===== config.mk =====
export PLATFORM = sky130hd
export DESIGN_NAME = sad_min_tracker
export DESIGN_NICKNAME = d
export VERILOG_FILES = /design/src/rtl/sad_min_tracker.sv
export SDC_FILE = /design/constraint.sdc
export NUM_CORES = 1
export LEC_CHECK = 0
export BUFFER_PORTS_ARGS = -buffer_cell sky130_fd_sc_hd__buf_2
export CORE_MARGIN = 10
export CORE_UTILIZATION = 54
export CTS_CLUSTER_SIZE = 24
export DETAILED_ROUTE_END_ITERATION = 10
export GPL_TIMING_DRIVEN = 0
export PLACE_DENSITY = 0.77
export SETUP_SLACK_MARGIN = 0.02
export SYNTH_ARGS = -nofsm -noshare
export SYNTH_HDL_FRONTEND = slang
export SYNTH_SLANG_ARGS = --single-unit
export TNS_END_PERCENT = 10

===== constraint.sdc =====
create_clock -name Clk -period 3.4 [get_ports Clk]
set_input_delay 0.17 -clock Clk [delete_from_list [all_inputs] [get_ports Clk]]
set_output_delay 0.17 -clock Clk [all_outputs]
set_load 0.01 [all_outputs]

===== src/rtl/sad_min_tracker.sv =====
// Multi-lane running-minimum SAD tracker with start/last framing, two-stage pipeline and held result.
// Optional early exit on a zero minimum: define SAD_EARLY_EXIT_EN.
module sad_min_tracker #(
  parameter int LANES      = 2,
  parameter int SAD_W      = 13,
  parameter int TAG_W      = 32,
  parameter int TAG_STRIDE = 256
) (
  input  logic                   Clk,
  input  logic                   Reset,
  input  logic                   start,
  input  logic                   in_valid,
  output logic                   in_ready,
  input  logic                   in_last,
  input  logic [LANES*SAD_W-1:0] in_sad,
  input  logic [TAG_W-1:0]       in_tag_base,
  output logic                   out_valid,
  output logic [SAD_W-1:0]       out_min,
  output logic [TAG_W-1:0]       out_tag,
  output logic                   busy,
  output logic [1:0]             dbg_state
);

  localparam int IDX_W = (LANES > 1) ? $clog2(LANES) : 1;

  // Debug encoding on dbg_state: 0 IDLE, 1 SCAN, 2 DRAIN, 3 DONE.
  typedef enum logic [1:0] {
    IDLE  = 2'd0,
    SCAN  = 2'd1,
    DRAIN = 2'd2,
    DONE  = 2'd3
  } state_t;

  state_t             state;
  logic               s1_valid;
  logic               s1_last;
  logic [SAD_W-1:0]   s1_sad;
  logic [TAG_W-1:0]   s1_tag;
  logic               last_seen;

  logic [SAD_W-1:0]   red_sad;
  logic [IDX_W-1:0]   red_idx;
  logic [TAG_W-1:0]   red_tag;
  logic               accept;
  logic               s2_hit;

  assign dbg_state = state;

  // Handshake: a beat transfers on a rising Clk edge when in_valid && in_ready; in_ready is a
  // registered decode of SCAN and never looks at in_valid. A start in the same cycle wins and the beat is dropped.
  assign accept = in_valid && in_ready && !start;
  assign s2_hit = s1_valid && (s1_sad < out_min);

  // Strict less-than scan from lane 0 upward, so the lowest index wins ties.
  always_comb begin
    red_sad = in_sad[SAD_W-1:0];
    red_idx = '0;
    for (int i = 1; i < LANES; i++) begin
      if (in_sad[i*SAD_W +: SAD_W] < red_sad) begin
        red_sad = in_sad[i*SAD_W +: SAD_W];
        red_idx = IDX_W'(i);
      end
    end
    red_tag = in_tag_base + TAG_W'(red_idx) * TAG_W'(TAG_STRIDE);
  end

  always_ff @(posedge Clk) begin
    if (Reset) begin
      state     <= IDLE;
      in_ready  <= 1'b0;
      busy      <= 1'b0;
      out_valid <= 1'b0;
      out_min   <= '1;
      out_tag   <= '0;
      s1_valid  <= 1'b0;
      s1_last   <= 1'b0;
      last_seen <= 1'b0;
    end else if (start) begin
      // Fresh search or abort: flush stage 1 and re-arm the running minimum.
      state     <= SCAN;
      in_ready  <= 1'b1;
      busy      <= 1'b1;
      out_valid <= 1'b0;
      out_min   <= '1;
      out_tag   <= '0;
      s1_valid  <= 1'b0;
      s1_last   <= 1'b0;
      last_seen <= 1'b0;
    end else begin
      s1_valid <= accept;
      s1_last  <= accept && in_last;
      if (accept) begin
        s1_sad <= red_sad;
        s1_tag <= red_tag;
      end

      if (s2_hit) begin
        out_min <= s1_sad;
        out_tag <= s1_tag;
      end

      case (state)
        SCAN: begin
          if (accept && in_last) begin
            state     <= DRAIN;
            in_ready  <= 1'b0;
            last_seen <= 1'b1;
          end
        end
        DRAIN: begin
          if (s1_valid && s1_last && last_seen) begin
            state     <= DONE;
            busy      <= 1'b0;
            out_valid <= 1'b1;
          end
        end
        default: ;
      endcase

`ifdef SAD_EARLY_EXIT_EN
      // A zero can never be beaten, so finish now and discard whatever is still in flight.
      if (s2_hit && (s1_sad == '0) && (state == SCAN || state == DRAIN)) begin
        state     <= DONE;
        in_ready  <= 1'b0;
        busy      <= 1'b0;
        out_valid <= 1'b1;
        s1_valid  <= 1'b0;
        s1_last   <= 1'b0;
      end
`else
`endif
    end
  end

endmodule


==> flow_summary.ini <==
[worst_setup_path]
worst-setup-path-type = in -> reg
crit_fanout = 11
worstSetupEndpointType = flip-flop
worstReg2RegStart = s1_sad[2]$_DFFE_PP_
arrival_ps = 3160
startpoint_type = input pin
cp_data_required_time_ps = 3500
crit_start = in_sad[8]

[worst_hold_path]
hp-start = Reset
hold_path_class = in -> reg

[synthesis]
synth_most_common_cell = nand2_1
async_reset_ff_share_pct = 0
synthDistinctLibCells = 38
avgSynthCellArea_um2 = 10.78
synth_top_area_cell = edfxtp_1
ys_top_cells_by_area = edfxtp_1 29%, dfxtp_1 23%, mux2i_1 9.7%
synth_common_cells = 78 x nand2_1, 53 x dfxtp_1, 45 x edfxtp_1, 45 x mux2i_1, 36 x nor2_1
mappedNetlistArea_um2 = 4648
netlist_instances = 431
synth_ff_type = dfxtp_1
synth-edff-count = 45
synthDominantCellAreaShare_pct = 29.07
seq_area_frac_synth_pct = 51.90
yosysWarnings = 0
syn_nets = 521
ys_ff_latch = 98

[drt]
wl_met3_um = 762
drtPass1Iterations = 4
vias = 3453
wl_met1_um = 4112
wl_um = 10300
drc = 0
highest_layer = met5
drtIter0Drc = 113
ant_nets = 0
dr_wl_met2_um = 5282
vias_per_cell = 5.123
routedWlPerCell_um = 15.29

[sta]
final_max_slew_viol_count = 0
max_slew_margin_pct = 49.11
fmax_mhz = 327.2
setup_ws_ps = 343.5
tightest_slew_ps = 760.5
hold_viol_final = 0
min_period_ps = 3056
rsz0062_at_grt = no
setup_viol = 0
clock_skew_ps = 16.69
period_share_pct = 89.90

[clocking]
max-clock-path-buffers = 2
cts.htree.levels = 3
cts_root_buffer = clkbuf_8
cts.clk_slew.worst_paths_ps = 90
post_cts_buffers = 0
cts_buffers = 9
cts_resized = 0
cts.sink_count = 98
cts_tree = built
insertion_delay_ps = 360

[power_and_ir_drop]
power.total_mw = 2.357
p_comb_share_pct = 9.9
powerDensity_nw_per_um2 = 415.1
intPower_mw = 1.825
power_leakage_nw = 2.457
swShare_pct = 22.55
pwr-share-clk_pct = 36.8
seqPwrFrac_pct = 53.3
switching_power_mw = 0.5316
peakVddDrop_mv = 0.2245

[final_layout]
drive_above_1_share_pct = 26.58
nets = 653
syn_to_final_growth_pct = 22.15

[global_route]
grt_pass1_wl_um = 16970
grt_usage_pct = 16.12
gr-total-overflow = 0
grt_max_degree = 39
grt_pass1_vias = 3602
antenna_found_initial = 2

[floorplanning]
ios = 113
initial_core_util_pct = 56.01
core_area_um2 = 8299
fp-row-count = 33
die_h_um = 112.8
die_area_um2 = 12720
dieWidth_um = 112.8

[placement]
dp_hpwl_um = 7970
dp_slack_ps = -1.215
place.gp.congestion = 0.8300
io_buffers = 112

[job]
drv_cap = 0

[outcome]
outcome = finished clean
==> critical path, cell delays in order <==
cell      delay [ps]
buf_2             90
inv_1             40
ha_1             290
a21oi_1          170
o21a_1           140
nor2_1            60
a211oi_4         390
buf_12           210
ha_1             180
ha_1             220
nand2_1           80
nor2_1           580
nand4_1          260
nor2_1           190
xor2_1            80
==> kinds of logic after synthesis <==
| group | after synthesis | share of synthesized area (%) |
|---|---|---|
| adder cells (fa/ha/maj) | 27 | 7.268 |
| multiplexers | 58 | 13.57 |
| AO/OA/AOI/OAI | 27 | 3.849 |
| XOR/XNOR | 22 | 4.145 |
| flip-flops | 98 | 51.90 |
| AND/OR/NAND/NOR | 154 | 14.54 |
| buffers and inverters | 45 | 4.738 |
==> state kept, by name, summed over array words and instances, names as in the netlist <==
| signal | flops |
|---|---|
| in_ready | 1 |
| out_min | 13 |
| out_tag | 32 |
| dbg_state | 2 |
| busy | 1 |
| s1_tag | 32 |
| last_seen | 1 |
| out_valid | 1 |
| s1_last | 1 |
| s1_sad | 13 |
| s1_valid | 1 |
==> final timing paths <==
kind / end / slack (ps) / cells past startpoint
min: busy$_SDFFE_PP0P_ / 10 / 2
min reg2reg: out_valid$_SDFFE_PP0P_ / 450 / 2
max reg2reg: out_tag[3]$_SDFFE_PP0P_ / 1280 / 8
max: s1_tag[28]$_DFFE_PP_ / 340 / 15
==> cell usage in the layout (no fill, tap or decap), drive strengths merged, types with 2 or more instances in the layout <==
cell type,n
a211oi,3
a21o,2
a21oi,15
and3,8
and4,2
buf,120
bufinv,2
clkbuf,21
dfxtp,53
dlygate4sd3,8
edfxtp,45
ha,27
inv,30
mux2,13
mux2i,45
nand2,78
nand2b,4
nand3,12
nand4,9
nor2,36
o21ai,3
xnor2,19
xor2,3
==> metrics by stage <==
step	area (um2)	util (%)	cells	hold WS (ps)	TNS [ps]
finish	5678	68.42	674	13.81	0
CTS	5675	68.39	673	4.444	0
global route	5675	68.39	673	30.68	0
floorplan	4648	-	431	242.4	0
detailed placement	5361	64.60	649	348.4	-1.215
global placement	5340	64.34	648	348.1	0
==> metal layers <==
| layer | global-route usage (%) | vias up |
|---|---|---|
| li1 | - | 1732 |
| met1 | 17.04 | 1596 |
| met2 | 28.92 | 107 |
| met3 | 5.388 | 16 |
| met4 | 6.176 | 2 |
| met5 | 0 | - |
==> what timing repair did <==
item	CTS	global route
hold endpoints to repair	8	0
endpoints found under the setup margin	0	0
hold buffers	8	0
==> power groups by stage <==
stage | Sequential [mW] | Combinational (mW) | Clock [mW]
after floorplan | 1.29 | 0.136 | 0
after global placement | 1.28 | 0.217 | 0
after detailed placement | 1.28 | 0.226 | 0
after CTS | 1.26 | 0.235 | 0.877
after global routing | 1.26 | 0.260 | 0.917
final | 1.26 | 0.233 | 0.867
==> layout make-up <==
cell class              instances  area (um2)
clock buffers                  11       151.4
plain buffers                  17       115.1
flip-flops and latches         98        2412
repair buffers                121       660.6
multi-input cells             288        2017
fillers                       655        2621
diodes                          1       2.502
inverters                      28       105.1
clock inverters                 5       82.58
well taps                     105       131.4
Power figures use the tool's default switching activity.
